[src/rtl/multi_port_arbiter_pkg.sv]
// Shared types for the multi-port cacheline arbiter.
//   state_t     : arbiter FSM state (IDLE waits for a request, BUSY owns the
//                 downstream port until mem_resp_i).
//   offset_bits : number of byte-offset address bits inside one cacheline;
//                 these bits are forced to zero on the downstream address.
package arbiter_types;

  typedef enum logic {
    IDLE = 1'b0,
    BUSY = 1'b1
  } state_t;

  function automatic int offset_bits(input int line_width);
    return $clog2(line_width / 8);
  endfunction

endpackage

[src/rtl/multi_port_arbiter_if.sv]
// Bus bundle between the upstream requesters, the arbiter and the shared L2.
//   port_read_i/port_write_i : per-port request level, held until the port's resp
//   port_address_i           : per-port line address
//   port_wdata_i             : per-port write line
//   port_resp_o              : per-port one-cycle completion
//   port_rdata_o             : read line, meaningful only with the owner's resp
//   mem_read_o/mem_write_o   : downstream request level, held until mem_resp_i
//   mem_address_o            : line-aligned downstream address
//   mem_wdata_o              : downstream write line
//   mem_resp_i               : downstream one-cycle completion
//   mem_rdata_i              : downstream read line
//
// Handshake: a request (read/write) is a level that stays high until the
// matching one-cycle resp; a transfer completes in exactly the cycle the resp
// is high, and the requester must drop its level the cycle after. There is no
// separate ready; the resp pulse is the only acknowledgement.
//
// Modport slave is the arbiter; modport master is the environment around it
// (requesters plus the downstream memory).
interface multi_port_arbiter_if #(
  parameter int NUM_PORTS  = 2,
  parameter int ADDR_WIDTH = 32,
  parameter int LINE_WIDTH = 256
);

  logic [NUM_PORTS-1:0]                 port_read_i;
  logic [NUM_PORTS-1:0]                 port_write_i;
  logic [NUM_PORTS-1:0][ADDR_WIDTH-1:0] port_address_i;
  logic [NUM_PORTS-1:0][LINE_WIDTH-1:0] port_wdata_i;
  logic [NUM_PORTS-1:0]                 port_resp_o;
  logic [LINE_WIDTH-1:0]                port_rdata_o;
  logic                                 mem_read_o;
  logic                                 mem_write_o;
  logic [ADDR_WIDTH-1:0]                mem_address_o;
  logic [LINE_WIDTH-1:0]                mem_wdata_o;
  logic                                 mem_resp_i;
  logic [LINE_WIDTH-1:0]                mem_rdata_i;

  modport slave (
    input  port_read_i, port_write_i, port_address_i, port_wdata_i,
    input  mem_resp_i, mem_rdata_i,
    output port_resp_o, port_rdata_o,
    output mem_read_o, mem_write_o, mem_address_o, mem_wdata_o
  );

  modport master (
    output port_read_i, port_write_i, port_address_i, port_wdata_i,
    output mem_resp_i, mem_rdata_i,
    input  port_resp_o, port_rdata_o,
    input  mem_read_o, mem_write_o, mem_address_o, mem_wdata_o
  );

endinterface

[src/rtl/multi_port_arbiter_rr_picker.sv]
// Combinational rotating-priority encoder.
//   req     : request vector, one bit per port
//   start   : first index searched when rr_mode=1 (search wraps modulo N)
//   rr_mode : 1 = rotate from start, 0 = fixed priority from index 0
//   grant   : one-hot winner (all zero when nothing requests)
//   idx     : binary winner index (0 when nothing requests)
module rr_picker #(
  parameter int N = 2
) (
  input  logic [N-1:0]         req,
  input  logic [$clog2(N)-1:0] start,
  input  logic                 rr_mode,
  output logic [N-1:0]         grant,
  output logic [$clog2(N)-1:0] idx
);

  localparam int PW = $clog2(N);

  always_comb begin
    int   base;
    int   cand;
    logic found;
    grant = '0;
    idx   = '0;
    found = 1'b0;
    base  = rr_mode ? int'(start) : 0;
    cand  = 0;
    for (int i = 0; i < N; i++) begin
      // start is always < N, so one subtraction is enough to wrap.
      cand = base + i;
      if (cand >= N) cand = cand - N;
      if (!found && req[cand]) begin
        found       = 1'b1;
        grant[cand] = 1'b1;
        idx         = PW'(cand);
      end
    end
  end

endmodule

[src/rtl/multi_port_arbiter.sv]
// N-port cacheline arbiter in front of a single downstream (L2) port.
// One upstream transaction is granted at a time, its operation, line-aligned
// address and write line are latched, and the downstream request is held
// until mem_resp_i, which is routed straight back to the owner's resp bit.
//   clk, reset_n  : clock, synchronous active-low reset
//   bus           : request/response bundle (slave modport)
//   debug_state   : current FSM state
//   debug_rr_ptr  : round-robin search start pointer
module multi_port_arbiter
  import arbiter_types::*;
#(
  parameter int NUM_PORTS  = 2,
  parameter int ADDR_WIDTH = 32,
  parameter int LINE_WIDTH = 256,
  parameter bit RR_MODE    = 1'b1
) (
  input  logic                         clk,
  input  logic                         reset_n,
  multi_port_arbiter_if.slave          bus,
  output state_t                       debug_state,
  output logic [$clog2(NUM_PORTS)-1:0] debug_rr_ptr
);

  localparam int PW     = $clog2(NUM_PORTS);
  localparam int OFFSET = offset_bits(LINE_WIDTH);
  localparam logic [ADDR_WIDTH-1:0] LINE_MASK =
    {{(ADDR_WIDTH-OFFSET){1'b1}}, {OFFSET{1'b0}}};

  state_t                state;
  logic [PW-1:0]         rr_ptr;
  logic [PW-1:0]         win_idx;
  logic [NUM_PORTS-1:0]  req;
  logic [NUM_PORTS-1:0]  win_grant;
  logic [NUM_PORTS-1:0]  owner_grant;
  logic                  mem_read_q;
  logic                  mem_write_q;
  logic [ADDR_WIDTH-1:0] addr_q;
  logic [LINE_WIDTH-1:0] wdata_q;
  logic [ADDR_WIDTH-1:0] win_addr;

  assign req = bus.port_read_i | bus.port_write_i;

  rr_picker #(.N(NUM_PORTS)) u_picker (
    .req     (req),
    .start   (rr_ptr),
    .rr_mode (RR_MODE),
    .grant   (win_grant),
    .idx     (win_idx)
  );

  assign win_addr = bus.port_address_i[win_idx] & LINE_MASK;

  always_ff @(posedge clk) begin
    if (!reset_n) begin
      state       <= IDLE;
      rr_ptr      <= '0;
      owner_grant <= '0;
      mem_read_q  <= 1'b0;
      mem_write_q <= 1'b0;
      addr_q      <= '0;
      wdata_q     <= '0;
    end else begin
      case (state)
        IDLE: begin
          if (|req) begin
            state       <= BUSY;
            owner_grant <= win_grant;
            // A port raising both read and write is served as a write.
            mem_write_q <= bus.port_write_i[win_idx];
            mem_read_q  <= ~bus.port_write_i[win_idx];
            addr_q      <= win_addr;
            wdata_q     <= bus.port_wdata_i[win_idx];
            rr_ptr      <= (win_idx == PW'(NUM_PORTS - 1)) ? '0 : win_idx + 1'b1;
          end
        end
        BUSY: begin
          // Upstream inputs are not looked at here; only the downstream resp.
          if (bus.mem_resp_i) begin
            state       <= IDLE;
            mem_read_q  <= 1'b0;
            mem_write_q <= 1'b0;
          end
        end
        default: state <= IDLE;
      endcase
    end
  end

  assign bus.mem_read_o    = mem_read_q;
  assign bus.mem_write_o   = mem_write_q;
  assign bus.mem_address_o = addr_q;
  assign bus.mem_wdata_o   = wdata_q;
  // Completion is combinational so the owner sees it in the resp cycle; a
  // resp arriving while IDLE has no owner and is dropped.
  assign bus.port_resp_o   = (state == BUSY && bus.mem_resp_i) ? owner_grant : '0;
  assign bus.port_rdata_o  = bus.mem_rdata_i;

  assign debug_state  = state;
  assign debug_rr_ptr = rr_ptr;

endmodule

[src/flat_wrapper.sv]
// flat-port wrapper written by rule: the top's interface ports become plain ports
module multi_port_arbiter_flat import arbiter_types::*;
#(
  parameter int NUM_PORTS  = 2,
  parameter int ADDR_WIDTH = 32,
  parameter int LINE_WIDTH = 256,
  parameter bit RR_MODE    = 1'b1
)
  (clk, reset_n, debug_state, debug_rr_ptr, bus_port_read_i, bus_port_write_i, bus_port_address_i, bus_port_wdata_i, bus_mem_resp_i, bus_mem_rdata_i, bus_port_resp_o, bus_port_rdata_o, bus_mem_read_o, bus_mem_write_o, bus_mem_address_o, bus_mem_wdata_o);
  multi_port_arbiter_if #(.NUM_PORTS(NUM_PORTS), .ADDR_WIDTH(ADDR_WIDTH), .LINE_WIDTH(LINE_WIDTH)) bus_i ();
  input  logic clk;
  input  logic reset_n;
  output state_t debug_state;
  output logic [$clog2(NUM_PORTS)-1:0] debug_rr_ptr;
  input wire logic [$bits(bus_i.port_read_i)-1:0] bus_port_read_i;
  input wire logic [$bits(bus_i.port_write_i)-1:0] bus_port_write_i;
  input wire logic [$bits(bus_i.port_address_i)-1:0] bus_port_address_i;
  input wire logic [$bits(bus_i.port_wdata_i)-1:0] bus_port_wdata_i;
  input wire logic [$bits(bus_i.mem_resp_i)-1:0] bus_mem_resp_i;
  input wire logic [$bits(bus_i.mem_rdata_i)-1:0] bus_mem_rdata_i;
  output wire logic [$bits(bus_i.port_resp_o)-1:0] bus_port_resp_o;
  output wire logic [$bits(bus_i.port_rdata_o)-1:0] bus_port_rdata_o;
  output wire logic [$bits(bus_i.mem_read_o)-1:0] bus_mem_read_o;
  output wire logic [$bits(bus_i.mem_write_o)-1:0] bus_mem_write_o;
  output wire logic [$bits(bus_i.mem_address_o)-1:0] bus_mem_address_o;
  output wire logic [$bits(bus_i.mem_wdata_o)-1:0] bus_mem_wdata_o;
  assign bus_i.port_read_i = bus_port_read_i;
  assign bus_i.port_write_i = bus_port_write_i;
  assign bus_i.port_address_i = bus_port_address_i;
  assign bus_i.port_wdata_i = bus_port_wdata_i;
  assign bus_i.mem_resp_i = bus_mem_resp_i;
  assign bus_i.mem_rdata_i = bus_mem_rdata_i;
  assign bus_port_resp_o = bus_i.port_resp_o;
  assign bus_port_rdata_o = bus_i.port_rdata_o;
  assign bus_mem_read_o = bus_i.mem_read_o;
  assign bus_mem_write_o = bus_i.mem_write_o;
  assign bus_mem_address_o = bus_i.mem_address_o;
  assign bus_mem_wdata_o = bus_i.mem_wdata_o;
  multi_port_arbiter #(.NUM_PORTS(NUM_PORTS), .ADDR_WIDTH(ADDR_WIDTH), .LINE_WIDTH(LINE_WIDTH), .RR_MODE(RR_MODE)) u_core (.clk(clk), .reset_n(reset_n), .bus(bus_i), .debug_state(debug_state), .debug_rr_ptr(debug_rr_ptr));
endmodule
[config.mk]
export PLATFORM = sky130hd
export DESIGN_NAME = multi_port_arbiter_flat
export DESIGN_NICKNAME = d
export VERILOG_FILES = /design/src/rtl/multi_port_arbiter_pkg.sv /design/src/rtl/multi_port_arbiter_if.sv /design/src/rtl/multi_port_arbiter_rr_picker.sv /design/src/rtl/multi_port_arbiter.sv /design/src/flat_wrapper.sv
export SDC_FILE = /design/constraint.sdc
export NUM_CORES = 1
export LEC_CHECK = 0
export ABC_AREA = 0
export CORE_AREA = 2 2 548 550
export CTS_CLUSTER_DIAMETER = 100
export CTS_CLUSTER_SIZE = 10
export DETAILED_ROUTE_END_ITERATION = 8
export DIE_AREA = 0 0 550 552
export PLACE_DENSITY_LB_ADDON = 0.15
export SYNTH_ARGS = -nofsm -noshare
export SYNTH_HDL_FRONTEND = slang
export SYNTH_SLANG_ARGS = --single-unit
[constraint.sdc]
create_clock -name clk -period 1.79 [get_ports clk]
set_input_delay 0.2685 -clock clk [delete_from_list [all_inputs] [get_ports clk]]
set_output_delay 0.2685 -clock clk [all_outputs]
set_load 0.02 [all_outputs]
Yosys cells after proc, flatten, opt, wreduce, memory -nomap -nowiden
Cells that the tools add are included.
{"block": "word_totals", "input_bits": 839, "output_inout_bits": 550, "register_bits": 289}
{"block": "op_classes", "bitwise_logic": 4, "mux": 33, "n_eq_ne": 2, "n_lt_le_gt_ge": 7, "reduce_logical": 8, "n_addsub": 4}
{"cell": "$mux 256", "count": 2}
{"cell": "$mux 32", "count": 4}
{"cell": "$ge 32x1->1 const B", "count": 2}
{"cell": "$lt 32x3->1 const B", "count": 2}
{"cell": "$mux 1", "count": 19}
{"cell": "$mux 2", "count": 3}
{"cell": "$pmux 1 s2", "count": 3}
{"cell": "$logic_and 1x1->1", "count": 4}
{"cell": "$or 2x2->2", "count": 2}
{"cell": "$reduce_and 2->1", "count": 2}
{"cell": "$sub 1x2->3 const B", "count": 1}
{"cell": "$sub 2x2->3 const B", "count": 1}
{"cell": "$add 1x1->2 const B", "count": 1}
{"cell": "$demux 1 s1", "count": 2}
{"cell": "$ge 1x2->1 const B", "count": 1}
{"cell": "$ge 2x2->1 const B", "count": 1}
{"cell": "$lt 1x2->1 const B", "count": 1}
{"cell": "$ne 2x1->1 const B", "count": 1}
{"cell": "$ne 2x2->1 const B", "count": 1}
{"cell": "$not 1->1", "count": 2}
{"cell": "$reduce_or 2->1", "count": 1}
{"cell": "$add 1x1->1 const B", "count": 1}
{"cell": "$logic_not 1->1", "count": 1}

Longest topological paths before layout
Gate-level depths: netlist of the first run.
{"block": "depth", "word_depth": 14, "depth_mapped": 6, "depth_no_buf": 3}

By module
Synthesis of the first run repeated with hierarchy kept, for this count alone.
{"block": "unflattened", "hier_cells": 1902, "hier_area_um2": 16543.4}
{"mod": "multi_port_arbiter", "instances": 1, "area_each_um2": 16514.6, "cells_per_inst": 1897}
{"mod": "rr_picker", "instances": 1, "area_each_um2": 28.8, "cells_per_inst": 5}

Least setup slack after synthesis of the first run
No wires, ideal clock.
{"block": "synth_timing", "kind": "flip-flop to flip-flop", "start": "register u_core.rr_ptr (netlist: u_core.debug_rr_ptr)", "end": "register u_core.wdata_q[108] (netlist: u_core.bus.mem_wdata_o[108])", "arrival_time_ps": 1658, "setup_slack_ps": 13, "stages_incl_launch_ff": 7, "setup_ps": 119, "n_path_buf": 3, "period_less_slack_ps": 1777, "t_required_ps": 1671, "cell_sequence": "dfxtp_1 -> o21bai_1 -> buf_2 -> clkbuf_1 -> clkbuf_1 -> a21boi_0 -> o221a_2"}
{"block": "synth_via", "elab_chain_cells": 11}
{"element": "from (decl)", "line_no": "multi_port_arbiter.sv:30", "source": "logic [PW-1:0] rr_ptr;"}
{"element": "from (signal assigned)", "line_no": "multi_port_arbiter.sv:73", "source": "rr_ptr <= (win_idx == PW'(NUM_PORTS - 1)) ? '0 : win_idx + 1'b1;"}
{"element": "$sub 1x2->3 / $ge 1x2->1 (equally long branches)", "line_no": "multi_port_arbiter_rr_picker.sv:31", "source": "if (cand >= N) cand = cand - N;"}
{"element": "$mux 32", "line_no": "multi_port_arbiter_rr_picker.sv:31"}
{"element": "$mux 1 (implied by the code) (3 in series)", "line_no": "multi_port_arbiter_rr_picker.sv:32", "source": "if (!found && req[cand]) begin"}
{"element": "$mux 1", "line_no": "multi_port_arbiter_rr_picker.sv:32"}
{"element": "$logic_not 1->1", "line_no": "multi_port_arbiter_rr_picker.sv:32"}
{"element": "$logic_and 1x1->1", "line_no": "multi_port_arbiter_rr_picker.sv:32"}
{"element": "$mux 1 *", "line_no": "multi_port_arbiter_rr_picker.sv:32"}
{"element": "$mux 256 (implied by the code) * (2 in series)", "line_no": "multi_port_arbiter.sv:72", "source": "wdata_q <= bus.port_wdata_i[win_idx];"}
{"element": "to (signal assigned)", "line_no": "multi_port_arbiter.sv:72"}
{"element": "to (decl)", "line_no": "multi_port_arbiter.sv:38", "source": "logic [LINE_WIDTH-1:0] wdata_q;"}
Mark *: on every way between the ends. The rest lies on a longest branch, timed or not. The select of a mux whose other input is x is not followed.
A chain may end at the register's enable or synchronous reset.

Worst setup path after layout of the first run
{"block": "layout_timing", "start": "register u_core.rr_ptr (netlist: u_core.debug_rr_ptr)", "end": "register u_core.wdata_q[215] (netlist: u_core.bus.mem_wdata_o[215])"}
Same word-level chain as after synthesis.

==> out/qor_table.md, run 1 <==
| Step | Quantity | Reported |
| --- | --- | --- |
| die | Width of the die | 550 µm |
| routing | Iteration count of the initial detailed-routing pass | 5 |
| yosys | Mean cell area of the mapped netlist | 10.2 µm² |
| cts | Source-to-sink clock delay at the later pin of the worst-skew pair | 660 ps |
| yosys | Number of flip-flops and latches in the synthesized netlist | 289 |
| routing | Routed wire length on met2 | 68.6 mm |
| grt | Overflow left after global routing | 0 |
| placed design | RePlAce Congestion | 0.704 |
| grt | Vias in the first global route | 18,800 |
| routing | Detail Route Antenna Nets | 0 |
| critical path | Required time at the worst-slack endpoint | 2320 ps |
| die | Boundary Pins | 1,389 |
| final layout | Sequential cell area in the final layout | 5790 µm² |
| power | Power dissipated by switching net loads | 0.00823 W |
| routing | Number of design-rule violations left by the first detailed-router iteration | 1,041 |
| grt | Maximum number of pins on one net before global-route repair | 71 |
| yosys | Register area share after synthesis | 33.8% |
| yosys | Area fraction in and, or, nand and nor cells after synthesis | 0.548% |
| power | Logic gate share of total power | 32.7% |
| critical path | Crit-path slowest cell | sky130_fd_sc_hd__a311o_1 |
| power | Cell internal power dissipation | 0.0152 W |
| cts | Number of buffers added by the clock tree synthesis step | 40 |
| timing | Final setup viols | 0 |
| routing | Per-cell via count in the routed design | 2.87 |
| cts | Maximum clock path buffer count | 3 |
| final layout | Final #Nets | 3,096 |
| die | Die Footprint | 304,000 µm² |
| timing | Final min period | 1770 ps |
| power | IR drop worst, VDD | 0.000631 V |
| yosys | Synthesized-area fraction occupied by xor and xnor cells | 0% |
| critical path | Worst-path cell chain | o21bai_4 > buf_12 > buf_4 > a311o_1 > o221a_2 |
| critical path | Data arrival time of the critical path | 2300 ps |
| die | Effective utilization at floorplan | 5.74% |
| yosys | Syn. warnings | 0 |
| timing | Final clock period utilization by the worst path | 98.8% |
| critical path | R2r startpoint | u_core.debug_rr_ptr |
| routing | Met1 layer wirelength in the final routing | 56.6 mm |
| routing | Remaining design rule violation count | 0 |
| die | Placement Rows | 201 |
| power | Post-layout total power | 0.0234 W |
| yosys | Largest cells by area after synthesis | sky130_fd_sc_hd__dfxtp_1, sky130_fd_sc_hd__o221a_2, sky130_fd_sc_hd__a311o_1 |
| routing | Vias | 17,900 |
| grt | Antenna violations before repair | 110 |
| final layout | Share of post-route cells with drive strength above 1 | 26.3% |
| hold path | Hold Path Class | primary input to flop |
| yosys | Post-Synthesis Cell Area | 17,100 µm² |
| routing | Detailed-routed wire length on met3 | 18.7 mm |
| routing | Wire per inst | 24.2 µm |
| critical path | Element type at the critical path end | flop |
| cts | Clock transition time at the flip-flop clock pins of the worst setup and hold paths | 70 ps |
| placed design | Sum of net half-perimeters after detailed placement | 124 mm |
| yosys | Synth Area in Compound Gates | 48.1% |
| timing | FMAX | 565 MHz |
| power | P_leak | 10.8 nW |
| yosys | Adder and majority gate portion of the synthesized area | 0% |
| die | Die Span Y | 552 µm |
| yosys | Area share of the largest cell type after synthesis | 33.8% |
| critical path | Register-to-register path setup slack | 20 ps |
| status | Result of the run | finished, final reports clean |
| final layout | Design area | 30,800 µm² |
| final layout | Most common cell after layout, fill and taps aside | sky130_fd_sc_hd__clkdlybuf4s50_1 |
| placed design | Placed standard-cell area | 29,800 µm² |
| critical path | Critical path capture point | u_core.bus.mem_wdata_o[215] |
| yosys | Number of library cell types mapped by synthesis | 27 |
| yosys | Largest family of logic cells by synthesized area | compound AO/OA/AOI/OAI gates |
| power | Net Sw Frac | 35.1% |
| cts | Deepest level of the CTS H-tree | 2 |
| final layout | Number of fillers in the final layout | 34,500 |
| grt | Global Route Usage Sum | 9.51% |
| power | Fraction of power consumed by sequential logic | 32.3% |
| critical path | CP startpoint kind | flop |
| die | Placeable core region | 298,000 µm² |
| critical path | Top fanout value on the critical path | 24 |
| yosys | Multiplexer fraction of the synthesized cell area | 0% |
| grt | Wire length of the first global-routing pass | 194 mm |
| timing | Number of failing hold endpoints at the final stage | 0 |
| final layout | Commonest cells after routing, fill and taps aside | sky130_fd_sc_hd__clkdlybuf4s50_1, sky130_fd_sc_hd__dfxtp_1, sky130_fd_sc_hd__a21boi_0, sky130_fd_sc_hd__a311o_1, sky130_fd_sc_hd__o221a_2 |
| flow run | Maximum capacitance violations | 0 |
| routing | Total wire length after detailed routing | 151 mm |
| cts | CTS tree | done |
| power | Share of total power in the clock network | 35.0% |
| timing | RSZ-0062 raised after global routing | yes |
| critical path | Worst reg2reg path endpoint | u_core.bus.mem_wdata_o[215] |
| critical path | Depth of the most critical reg-to-reg path | 5 |
| final layout | Area occupied by multi-input gates | 8370 µm² |
| timing | Final slew viol count | 0 |
| cts | Clock tree sinks | 289 |
| cts | Clock root buffer master | sky130_fd_sc_hd__clkbuf_16 |
| timing | Max Clock Skew | 30.8 ps |
| critical path | Worst setup path startpoint | u_core.debug_rr_ptr |
| critical path | Kind of critical path | flop to flop |
| yosys | Post-Synthesis Cells | 1,683 |
| placed design | Quantity of I/O buffers inserted on ports | 861 |
| routing | Top metal layer carrying routed signals | met5 |
| power | Power per standard cell area | 760 nW/µm² |
| final layout | Synth-to-Final Area Change | 80.2% |
| critical path | Longest individual stage delay on the worst path | 430 ps |
| yosys | Cell taking the most area after synthesis | sky130_fd_sc_hd__dfxtp_1 |
-- state kept, by name, summed over array words and instances, names as in the netlist --
signal and cells:
u_core.bus.mem_wdata_o 256, u_core.bus.mem_address_o 27, u_core.owner_grant 2, u_core.bus.mem_read_o 1, u_core.bus.mem_write_o 1, u_core.debug_rr_ptr 1, u_core.debug_state 1
-- layer usage --
metal / GRT usage [%] / up-vias
met5: 0 / -
met4: 3.93 / 90
met3: 5.09 / 377
met2: 15.5 / 1019
met1: 10.2 / 8656
li1: - / 7791
-- power groups by stage --
stage	registers [W]	logic [W]	clock network [W]
finish	0.00756	0.00765	0.00820
global route	0.00765	0.00818	0.00894
CTS	0.00758	0.00785	0.00885
detailed placement	0.00773	0.00815	0
global placement	0.00775	0.00826	0
floorplan	0.00839	0.00340	0
-- cell type report --
type | instances | area share [%]
diodes | 13 | 0.106
clock buffers | 48 | 3.48
clock inverters | 9 | 0.304
inverters | 3 | 0.0365
multi-input cells | 881 | 27.2
flip-flops and latches | 289 | 18.8
well taps | 3958 | 16.1
repair buffers | 1042 | 34.1
-- through the flow --
step                hold WS (ps)  utilization [%]  setup TNS (ps)  setup WS [ps]  std cells
finish                       388             10.3               0           21.1       6243
global placement             476             9.98         -150400           -586       6167
CTS                          272             10.3            -109          -42.2       6229
floorplan                    444                -               0           13.5       1687
detailed placement           480             9.98         -147470           -576       6167
global route                 329             10.3           -11.2          -7.95       6232
-- kinds of logic after synthesis --
group / count (synthesis)
buffers and inverters: 517
and+or+nand+nor: 14
AOI/OAI and AO/OA: 862
DFF: 289
other: 1
-- worst min path at each step --
stage	start	end	slack [ps]	cells after the start
4_1_cts	bus_port_address_i[23]	u_core.bus.mem_address_o[23]	270	3
6_report	bus_port_address_i[15]	u_core.bus.mem_address_o[15]	390	3
3_3_place_gp	u_core.owner_grant[1]	u_core.owner_grant[1]	480	2
2_1_floorplan	u_core.owner_grant[0]	u_core.owner_grant[0]	440	2
3_5_place_dp	u_core.owner_grant[1]	u_core.owner_grant[1]	480	2
5_1_grt	bus_port_address_i[9]	u_core.bus.mem_address_o[9]	330	3
-- synth_stat cells (all sizes together) --
library cell,count
buf,327
clkbuf,187
nor4,1
nand3,1
nor2,3
inv,3
conb,1
o211a,1
or2,1
a211o,1
o21bai,2
o21ai,3
or3,1
o31a,1
a21boi,283
o221a,283
a311o,283
nor2b,1
a2111oi,1
and3,2
nand2,2
a21oi,4
nor4b,2
dfxtp,289
-- what timing repair did --
item,4_1_cts,5_1_grt
pin swaps,0,1
endpoints found under the setup margin,265,7
gates resized for setup,379,4
cloned,0,1
hold buffers,1,0
endpoints found under the hold margin,18,0
buffers inserted,5,0
-- critical path, delay by kind of cell (launching register included) --
kind / cells / cell delay (ps)
buf+inv: 2 / 390
flops: 1 / 320
compound gates: 3 / 890
Power figures use the tool's default switching activity.
==> inputs of run 2 (changes only) <==
- PLACE_DENSITY_LB_ADDON: 0.15 -> default
==> out/qor_table.md, run 2 (synthesis gave the netlist of run 1 again) <==
| Step | Quantity | Reported | Delta |
| --- | --- | --- | --- |
| status | Result of the run | complete, but fails checks |  |
| status | Failing checks | setup timing |  |
| final layout | Non-Filler Instances | 6,222 | -0.34% |
| routing | Remaining design rule violation count | 0 | unchanged |
| routing | Wire per inst | 27.9 µm | +15% |
| routing | Detail Route Antenna Nets | 0 | unchanged |
| grt | Maximum number of pins on one net before global-route repair | 70 | -1.4% |
| timing | Setup_tns | -331 ps | -331 ps |
| placed design | RePlAce Congestion | 0.766 | +8.8% |
| timing | Final worst slack | -225 ps | -246 ps |
| grt | Antenna violations before repair | 129 | +17% |
| timing | Transition at the pin with the smallest max-transition slack | 742 ps |  |
| timing | Final min period | 2020 ps | +246 ps |
| final layout | Final #Nets | 3,055 | -1.3% |
| routing | Iteration count of the initial detailed-routing pass | 5 | unchanged |
| die | Placeable core region | 298,000 µm² | unchanged |
| cts | Clock root buffer master | sky130_fd_sc_hd__clkbuf_16 |  |
| critical path | Required time at the worst-slack endpoint | 2380 ps | +60 ps |
| die | Width of the die | 550 µm | unchanged |
| grt | Layer with the highest usage | met2 |  |
| timing | Final slew viol count | 0 | unchanged |
| critical path | Worst reg2reg path endpoint | u_core.bus.mem_wdata_o[228] |  |
| final layout | Most common cell after layout, fill and taps aside | sky130_fd_sc_hd__clkdlybuf4s50_1 |  |
| hold path | Hold Path Class | primary input to flop |  |
| flow run | Maximum capacitance violations | 0 | unchanged |
| power | IR drop worst, VDD | 0.000560 V | -11% |
| power | P_leak | 10.4 nW | -3.5% |
| routing | Number of design-rule violations left by the first detailed-router iteration | 1,373 | +32% |
| placed design | Quantity of I/O buffers inserted on ports | 861 | unchanged |
| cts | Clock tree sinks | 289 | unchanged |
| grt | Vias in the first global route | 17,700 | -6.2% |
| cts | CTS tree | done |  |
| critical path | Element type at the critical path end | flop |  |
| critical path | Register-to-register path setup slack | -230 ps | -250 ps |
| timing | Max Clock Skew | 29.9 ps | -0.937 ps |
| timing | Remaining max-slew budget at the tightest pin | 50.5% |  |
| cts | Clock transition time at the flip-flop clock pins of the worst setup and hold paths | 60 ps | about the same |
| die | Die Footprint | 304,000 µm² | unchanged |
| power | Power per standard cell area | 777 nW/µm² | +2.2% |
| routing | Total wire length after detailed routing | 173 mm | +15% |
| grt | Met1 capacity usage during global routing | 12.6% | +2.4 points |
| die | Placement Rows | 201 | unchanged |
| timing | FMAX | 496 MHz | -12% |
| timing | RSZ-0062 raised after global routing | yes |  |
| grt | Overflow left after global routing | 0 | unchanged |
| final layout | Share of post-route cells with drive strength above 1 | 29.8% | +3.5 points |
| hold path | Hold Path Stages | 4 | +1 |
| critical path | R2r startpoint | u_core.debug_rr_ptr |  |
| final layout | Largest register FFs | 256 | unchanged |
| die | Effective utilization at floorplan | 5.74% | unchanged |
| critical path | Depth of the most critical reg-to-reg path | 5 | unchanged |
| routing | Per-cell via count in the routed design | 2.93 | +1.9% |
| critical path | Kind of critical path | flop to flop |  |
| hold path | Hold Path Origin | bus_port_write_i[1] |  |
| critical path | Data arrival time of the critical path | 2610 ps | +310 ps |
| critical path | CP startpoint kind | flop |  |
| final layout | Commonest cells after routing, fill and taps aside | sky130_fd_sc_hd__clkdlybuf4s50_1, sky130_fd_sc_hd__dfxtp_1, sky130_fd_sc_hd__o221a_2 |  |
| die | Boundary Pins | 1,389 | unchanged |
| hold path | Terminating pin of the worst hold path | u_core.owner_grant[0] |  |
| placed design | Sum of net half-perimeters after detailed placement | 150 mm | +21% |
| grt | Met2 Track Usage GR | 16.2% | +0.74 points |
| timing | Number of failing hold endpoints at the final stage | 0 | unchanged |
| routing | Vias | 18,200 | +1.6% |
| final layout | Synth-to-Final Area Change | 77.6% |  |
| timing | Final setup viols | 8 | +8 |
| critical path | Top fanout value on the critical path | 29 | +21% |
| cts | Deepest level of the CTS H-tree | 2 | unchanged |
| cts | Source-to-sink clock delay at the later pin of the worst-skew pair | 670 ps | about the same |
| power | Post-layout total power | 0.0236 W | +0.77% |
| cts | Maximum clock path buffer count | 3 | unchanged |
| grt | Global Route Usage Sum | 10.8% | +1.3 points |
| grt | Wire length of the first global-routing pass | 209 mm | +7.7% |
| grt | Met3 Usage GRT | 5.49% | +0.40 points |
| die | Die Span Y | 552 µm | unchanged |
| cts | Number of buffers added by the clock tree synthesis step | 40 | unchanged |
| timing | Final clock period utilization by the worst path | 113% | +14 points |
| placed design | Placed Instances | 6,122 | -0.73% |
[run 2: repair_timing]
action | 4_1_cts | 5_1_grt
endpoints found under the hold margin | 13 | 0
pin swaps | 7 | 6
cloned | 0 | 4
endpoints found under the setup margin | 433 | 34
hold buffers | 1 | 0
buffers inserted | 4 | 1
resized for setup | 268 | 13
[run 2: area by class of cell]
| type | count | area (µm²) |
|---|---|---|
| fill | 34400 | 268000 |
| timing repair buffer | 1001 | 10000 |
| multi-input combinational | 881 | 8380 |
| sequential | 289 | 5790 |
| tap | 3958 | 4950 |
| clock buffer | 45 | 1070 |
| clock inverter | 11 | 90.1 |
| antenna | 34 | 85.1 |
| inverter | 3 | 11.3 |
[run 2: where the power goes]
| part | switching, W | total (W) | internal, W |
|---|---|---|---|
| Clock | 0.00355 | 0.00779 | 0.00424 |
| Combinational | 0.00452 | 0.00822 | 0.00370 |
| Sequential | 0.000467 | 0.00759 | 0.00712 |
[run 2: routing by layer]
metal	up-vias	wire [µm]	part of all wire (%)
li1	7746	-	-
met1	8689	69800	40
met2	1232	73000	42
met3	463	21200	12
met4	82	8920	5.1
met5	-	575	0.33
[run 2: worst max-delay path by stage]
stage	startpoint	endpoint	slack (ps)	cells past startpoint
after global routing	u_core.debug_rr_ptr	u_core.bus.mem_wdata_o[228]	-190	5
after global placement	bus_port_read_i[1]	u_core.bus.mem_wdata_o[35]	-1180	7
after detailed placement	bus_port_read_i[1]	u_core.bus.mem_wdata_o[35]	-1210	7
after floorplan	u_core.debug_rr_ptr	u_core.bus.mem_wdata_o[108]	10	6
final	u_core.debug_rr_ptr	u_core.bus.mem_wdata_o[228]	-230	5
after CTS	u_core.debug_state	bus_port_resp_o[0]	-80	3
[run 2: critical path, cell delays in order (launching register included)]
cell	delay, ps
sky130_fd_sc_hd__dfxtp_2	330
sky130_fd_sc_hd__o21bai_4	230
sky130_fd_sc_hd__buf_12	190
sky130_fd_sc_hd__buf_16	220
sky130_fd_sc_hd__a21boi_0	590
sky130_fd_sc_hd__o221a_2	320
[run 2: stage by stage]
step                hold WS [ps]  area (µm²)  utilization, %  worst slack [ps]
floorplan                    444       17100               -              13.5
global placement             474       29000            9.73             -1180
global route                 225       30300            10.2              -192
finish                       213       30400            10.2              -225
detailed placement           472       29000            9.73             -1210
CTS                          276       30200            10.1             -80.6
